### src/rtl/compcount_multi_if.sv
// Bus bundle for the multi-channel compare-counter: control/sample inputs
// travel from the sample source (master) to the counter (slave); run counts,
// hit flags, the sticky verdict and per-channel FSM state travel back.
//
// Handshake: din_valid[i] is a qualifier-only strobe with no ready/backpressure.
// A sample on channel i is consumed on every posedge where enb==1,
// din_valid[i]==1, clear==0 and mode matches the registered mode; in every
// other cycle the sample is dropped, and the source must not expect a retry.
interface compcount_multi_if #(
    parameter int WIDTH = 8,
    parameter int NCH   = 4,
    parameter int CNT_W = 4
);
    logic                   enb;
    logic                   clear;
    logic [1:0]             mode;
    logic [WIDTH-1:0]       ref_val;
    logic [CNT_W-1:0]       thresh;
    logic [NCH-1:0]         din_valid;
    logic [NCH*WIDTH-1:0]   din;
    logic [NCH*CNT_W-1:0]   count;
    logic [NCH-1:0]         hit;
    logic                   all_hit;
    logic                   verdict;
    logic [NCH*2-1:0]       state;

    modport master (
        output enb, clear, mode, ref_val, thresh, din_valid, din,
        input  count, hit, all_hit, verdict, state
    );

    modport slave (
        input  enb, clear, mode, ref_val, thresh, din_valid, din,
        output count, hit, all_hit, verdict, state
    );
endinterface

### src/rtl/compcount_multi.sv
// Multi-channel compare-counter. Each channel counts consecutive valid samples
// that satisfy the selected compare (against its previous sample or ref_val),
// saturating at 2**CNT_W-1. A channel hits once primed and count >= thresh;
// verdict is a sticky OR of hits, released only by clear or reset.
// Per-channel FSM state is exported on bus.state (2 bits per channel).
module compcount_multi #(
    parameter int WIDTH = 8,
    parameter int NCH   = 4,
    parameter int CNT_W = 4
) (
    input logic               clk,
    input logic               rst,
    compcount_multi_if.slave  bus
);
    localparam logic [1:0] ST_UNPRIMED = 2'd0;
    localparam logic [1:0] ST_RUN      = 2'd1;
    localparam logic [1:0] ST_SAT      = 2'd2;

    localparam logic [1:0] MODE_PREV = 2'b00;
    localparam logic [1:0] MODE_EQ   = 2'b01;
    localparam logic [1:0] MODE_GT   = 2'b10;
    localparam logic [1:0] MODE_LT   = 2'b11;

    localparam logic [CNT_W-1:0] CNT_MAX = '1;
    localparam logic [CNT_W-1:0] CNT_PRE = CNT_MAX - 1'b1;
    localparam logic [CNT_W-1:0] CNT_ONE = {{(CNT_W-1){1'b0}}, 1'b1};

    logic [1:0]                     mode_q;
    logic [NCH-1:0][1:0]            st_q;
    logic [NCH-1:0][CNT_W-1:0]      cnt_q;
    logic [NCH-1:0][WIDTH-1:0]      prev_q;
    logic [NCH-1:0]                 hit_q;
    logic                           verdict_q;

    logic [NCH-1:0][WIDTH-1:0]      din_ch;
    logic [NCH-1:0]                 match;
    logic [NCH-1:0][1:0]            nxt_st;
    logic [NCH-1:0][CNT_W-1:0]      nxt_cnt;
    logic [NCH-1:0]                 nxt_hit;

    // Flat sample bus viewed as one slice per channel (channel i at [i*WIDTH +: WIDTH]).
    assign din_ch = bus.din;

    // Per-channel compare and next-state/next-count, applied only on an accepted sample.
    always_comb begin
        for (int i = 0; i < NCH; i++) begin
            match[i]   = 1'b0;
            nxt_st[i]  = st_q[i];
            nxt_cnt[i] = cnt_q[i];
            nxt_hit[i] = 1'b0;

            case (mode_q)
                MODE_PREV: match[i] = (din_ch[i] == prev_q[i]);
                MODE_EQ:   match[i] = (din_ch[i] == bus.ref_val);
                MODE_GT:   match[i] = (din_ch[i] >  bus.ref_val);
                MODE_LT:   match[i] = (din_ch[i] <  bus.ref_val);
                default:   match[i] = 1'b0;
            endcase

            case (st_q[i])
                ST_UNPRIMED: begin
                    // First sample has no predecessor, so it only counts in reference modes.
                    nxt_st[i]  = ST_RUN;
                    nxt_cnt[i] = (mode_q != MODE_PREV && match[i]) ? CNT_ONE : '0;
                end
                ST_RUN: begin
                    if (match[i]) begin
                        nxt_cnt[i] = cnt_q[i] + 1'b1;
                        if (cnt_q[i] == CNT_PRE) begin
                            nxt_st[i] = ST_SAT;
                        end
                    end else begin
                        nxt_cnt[i] = '0;
                    end
                end
                ST_SAT: begin
                    if (!match[i]) begin
                        nxt_st[i]  = ST_RUN;
                        nxt_cnt[i] = '0;
                    end
                end
                default: begin
                    nxt_st[i]  = ST_UNPRIMED;
                    nxt_cnt[i] = '0;
                end
            endcase

            // Every accepted sample leaves the channel primed, so only the count matters.
            nxt_hit[i] = (nxt_cnt[i] >= bus.thresh);
        end
    end

    // State update: reset > clear > mode change > enable hold > sample update.
    always_ff @(posedge clk) begin
        if (!rst) begin
            mode_q    <= MODE_PREV;
            st_q      <= '0;
            cnt_q     <= '0;
            prev_q    <= '0;
            hit_q     <= '0;
            verdict_q <= 1'b0;
        end else if (bus.clear) begin
            mode_q    <= bus.mode;
            st_q      <= '0;
            cnt_q     <= '0;
            hit_q     <= '0;
            verdict_q <= 1'b0;
        end else if (bus.enb) begin
            if (bus.mode != mode_q) begin
                // New compare rule: old runs are meaningless, this cycle's samples are dropped.
                mode_q <= bus.mode;
                st_q   <= '0;
                cnt_q  <= '0;
                hit_q  <= '0;
            end else begin
                verdict_q <= verdict_q | (|hit_q);
                for (int i = 0; i < NCH; i++) begin
                    if (bus.din_valid[i]) begin
                        st_q[i]   <= nxt_st[i];
                        cnt_q[i]  <= nxt_cnt[i];
                        prev_q[i] <= din_ch[i];
                        hit_q[i]  <= nxt_hit[i];
                    end
                end
            end
        end
    end

    assign bus.count   = cnt_q;
    assign bus.hit     = hit_q;
    assign bus.all_hit = &hit_q;
    assign bus.verdict = verdict_q;
    assign bus.state   = st_q;
endmodule

### src/flat_wrapper.sv
// flat-port wrapper written by rule: the top's interface ports become plain ports
module compcount_multi_flat 
#(
    parameter int WIDTH = 8,
    parameter int NCH   = 4,
    parameter int CNT_W = 4
)
  (clk, rst, bus_enb, bus_clear, bus_mode, bus_ref_val, bus_thresh, bus_din_valid, bus_din, bus_count, bus_hit, bus_all_hit, bus_verdict, bus_state);
  compcount_multi_if #(.WIDTH(WIDTH), .NCH(NCH), .CNT_W(CNT_W)) bus_i ();
  input logic clk;
  input logic rst;
  input wire logic [$bits(bus_i.enb)-1:0] bus_enb;
  input wire logic [$bits(bus_i.clear)-1:0] bus_clear;
  input wire logic [$bits(bus_i.mode)-1:0] bus_mode;
  input wire logic [$bits(bus_i.ref_val)-1:0] bus_ref_val;
  input wire logic [$bits(bus_i.thresh)-1:0] bus_thresh;
  input wire logic [$bits(bus_i.din_valid)-1:0] bus_din_valid;
  input wire logic [$bits(bus_i.din)-1:0] bus_din;
  output wire logic [$bits(bus_i.count)-1:0] bus_count;
  output wire logic [$bits(bus_i.hit)-1:0] bus_hit;
  output wire logic [$bits(bus_i.all_hit)-1:0] bus_all_hit;
  output wire logic [$bits(bus_i.verdict)-1:0] bus_verdict;
  output wire logic [$bits(bus_i.state)-1:0] bus_state;
  assign bus_i.enb = bus_enb;
  assign bus_i.clear = bus_clear;
  assign bus_i.mode = bus_mode;
  assign bus_i.ref_val = bus_ref_val;
  assign bus_i.thresh = bus_thresh;
  assign bus_i.din_valid = bus_din_valid;
  assign bus_i.din = bus_din;
  assign bus_count = bus_i.count;
  assign bus_hit = bus_i.hit;
  assign bus_all_hit = bus_i.all_hit;
  assign bus_verdict = bus_i.verdict;
  assign bus_state = bus_i.state;
  compcount_multi #(.WIDTH(WIDTH), .NCH(NCH), .CNT_W(CNT_W)) u_core (.clk(clk), .rst(rst), .bus(bus_i));
endmodule
### config.mk
export PLATFORM = sky130hd
export DESIGN_NAME = compcount_multi_flat
export DESIGN_NICKNAME = d
export VERILOG_FILES = /design/src/rtl/compcount_multi_if.sv /design/src/rtl/compcount_multi.sv /design/src/flat_wrapper.sv
export SDC_FILE = /design/constraint.sdc
export NUM_CORES = 1
export LEC_CHECK = 0
export ABC_CLOCK_PERIOD_IN_PS = 11240
export CORE_MARGIN = 2
export CORE_UTILIZATION = 42
export CTS_CLUSTER_SIZE = 25
export DETAILED_ROUTE_END_ITERATION = 10
export PLACE_DENSITY = 0.75
export SLEW_MARGIN = 20
export SYNTH_ARGS = -nofsm -noshare
export SYNTH_HDL_FRONTEND = slang
export SYNTH_SLANG_ARGS = --single-unit
export TNS_END_PERCENT = 1
### constraint.sdc
create_clock -name clk -period 11.24 [get_ports clk]
set_input_delay 2.81 -clock clk [delete_from_list [all_inputs] [get_ports clk]]
set_output_delay 2.81 -clock clk [all_outputs]
set_load 0.005 [all_outputs]
==> results.py <==
metrics = {
    "clock_tree": {
        "cts-hold-fix-buffers": 0,
        "post-cts-setup-buffers": 0,
        "cts_tree": "done",
        "cts_buffer_depth": 2,
        "cts_buffers": 9,
        "cts.sinks": 63,
        "clkSlewWorstSetupHoldPaths_ns": 0.05,
        "cts-root-buf": "clkbuf_16",
        "cts.repair.resized": 0,
        "clock_latency_ns": 0.33,
        "htreeDepth": 3,
    },
    "finish": {
        "layout_commonest_cell": "clkdlybuf4s50_1",
        "layout-drive-gt1-share": 0.0515,
        "finish.utilization": 0.537,
        "n_antenna_cell": 0,
        "area_delta_synth_final_pct": 23.8,
        "final_nets": 768,
        "design_area_um2": 6180,
        "mostFrequentLayoutCells": "83 x clkdlybuf4s50_1, 63 x dfxtp_1, 56 x ha_1",
        "finalNonFillerCells": 803,
    },
    "global_route": {
        "antenna_found_initial": 0,
        "overflow": 0,
        "grt_max_degree": 36,
        "grt_first_pass_wirelength_um": 21500,
        "grt_usage": 0.206,
        "grt_pass1_vias": 4432,
    },
    "floorplan": {
        "die_h_um": 113,
        "die_w_um": 113,
        "coreArea_um2": 11500,
        "row_count": 39,
        "dieArea_um2": 12800,
        "io_pins": 84,
        "start_util": 0.434,
    },
    "job": {
        "maxCapViolations": 0,
    },
    "power_and_ir_drop": {
        "power_density_nw_per_um2": 98.0,
        "total_power_uw": 606,
        "irDropWorstVdd_mv": 0.0874,
        "leakagePower_uw": 0.00233,
    },
    "route": {
        "dr.first_iter.drc_count": 248,
        "first_pass_iters": 8,
        "top_layer": "met4",
        "wl_met3_um": 793,
        "post_drt_via_cell_ratio": 5.70,
        "vias": 4579,
        "drc": 7,
        "wl_met1_um": 5900,
        "routedWlPerCell_um": 16.3,
        "ant_nets": 0,
        "wl_um": 13100,
        "met2WireLength_um": 6220,
    },
    "synthesis": {
        "synth-edff-count": 0,
        "syn_area_um2": 4990,
        "yosys.area.top_type_share": 0.253,
        "synth_area_leaders": "dfxtp_1 25%, ha_1 14%, mux2i_1 8.0%",
        "syn_area_per_cell_um2": 8.58,
        "synth_largest_area_cell": "dfxtp_1",
        "postSynth.asyncResetShare": 0,
        "syn_inst": 582,
        "yosysUniqueCellTypes": 59,
        "ys_seq_elements": 63,
        "synth_ff_type": "dfxtp_1",
        "mappedNetlistNets": 692,
        "yosysWarnings": 0,
        "yosysSeqAreaShare": 0.253,
    },
    "placement": {
        "dpl.cell_count": 790,
        "numPortBuffers": 83,
        "place.gp.congestion": 0.899,
        "post_dp_cell_area_um2": 5910,
        "dpl.hpwl_um": 10200,
    },
    "critical_path": {
        "cp_cell_sequence": "clkdlybuf4s50_1 > inv_1 > ha_1 > nand2_1 > or4_4 > and3_1 > nor3_2 > nand4b_2 > nand2_1 > ha_1 > nand2b_1 > a21o_1 > a21o_1 > a21oi_1 > nor3_1 > a21oi_1 > nor2_1",
        "criticalPathCategory": "input pin to register",
        "critPathMaxFanout": 9,
        "cpMaxStageDelayCell": "or4_4",
        "critPathLaunchType": "input pin",
        "critPathMaxStageDelay_ns": 0.56,
        "cp.arrival_ns": 6.15,
        "crit_required_ns": 11.43,
        "worst_setup_path_end_kind": "register",
    },
    "timing": {
        "fmax_mhz": 168,
        "worst_pin_slew_ns": 0.800,
        "slew-limit-headroom": 0.465,
        "rsz0062_at_grt": "false",
        "period_share": 0.530,
        "setup_violations": 0,
        "hold_viol_final": 0,
        "finalSetupTns_ns": 0,
        "period_needed_ns": 5.96,
        "fin_skew_ns": 0.00363,
        "maxSlewViolCount": 0,
    },
    "run_status": {
        "status": "complete, but fails checks",
        "violations": "design-rule violations",
    },
    "hold_path": {
        "min_path_type": "register to register",
    },
}
[cell usage after synthesis, drive strengths merged (4+ instances only)]
master   n
a21o     8
a21oi   38
a22oi    4
a32o    10
and2     8
and3     5
buf      7
clkbuf  13
dfxtp   63
ha      56
inv     22
mux2i   40
nand2   46
nand2b  10
nand3   11
nand4   13
nand4b   5
nor2    32
nor2b   44
nor3    19
nor4     5
o21ai   35
o31a     4
o31ai    5
or4      5
xnor2   24
xor2    18
[worst paths after layout]
kind	cells after the start	from	end	slack, ns
min	2	u_core.bus.verdict$_SDFFE_PP0P_	u_core.bus.verdict$_SDFFE_PP0P_	0.48
min reg2reg	2	u_core.bus.verdict$_SDFFE_PP0P_	u_core.bus.verdict$_SDFFE_PP0P_	0.48
max	17	bus_ref_val[7]	u_core.bus.hit[2]$_SDFFE_PP0P_	5.28
max reg2reg	14	u_core.mode_q[1]$_SDFFE_PN0P_	u_core.bus.hit[3]$_SDFFE_PP0P_	8.15
[critical path, delay by kind of cell]
kind	cells	cell delay [ns]
fa+ha+maj	2	0.56
simple gates	9	1.61
buf+inv	2	0.58
compound gates	4	0.59
[layer usage]
metal | GRT usage | vias up
li1 | - | 2255
met1 | 0.266 | 2167
met2 | 0.351 | 141
met3 | 0.0359 | 16
met4 | 0.0602 | 0
met5 | 0 | -
[power by group]
| group | internal, uW | switching, uW | leakage [uW] |
|---|---|---|---|
| registers | 227 | 4.57 | 0.000509 |
| logic | 51.4 | 62.5 | 0.00169 |
| clock network | 163 | 97.7 | 0.000136 |
[metrics by stage]
stage | setup WS [ns] | hold WS, ns
floorplan | 5.73 | 0.461
global route | 5.03 | 0.508
detailed placement | 4.93 | 0.473
finish | 5.28 | 0.482
CTS | 5.27 | 0.485
global placement | 5.06 | 0.450
[sequential cells by signal, indices dropped and copies added (netlist names)]
register and flops:
u_core.bus.count 16, u_core.bus.state 8, u_core.mode_q 2, u_core.prev_q 32, u_core.bus.verdict 1, u_core.bus.hit 4
[logic make-up after synthesis]
kind of cell    after synthesis  share of synthesized area
compound gates              128                      0.170
xor+xnor                     42                     0.0737
fa+ha+maj                    56                      0.140
buf+inv                      42                     0.0381
flops                        63                      0.253
mux                          40                     0.0802
simple gates                211                      0.245
[cell type report]
class                      instances  area [um2]
tap                              143         179
multi-input combinational        477        3540
sequential                        63        1260
fill                            1067        5340
clock inverter                     1        5.00
clock buffer                      12         267
timing repair buffer              85         846
inverter                          22        82.6
Power figures use the tool's default switching activity.
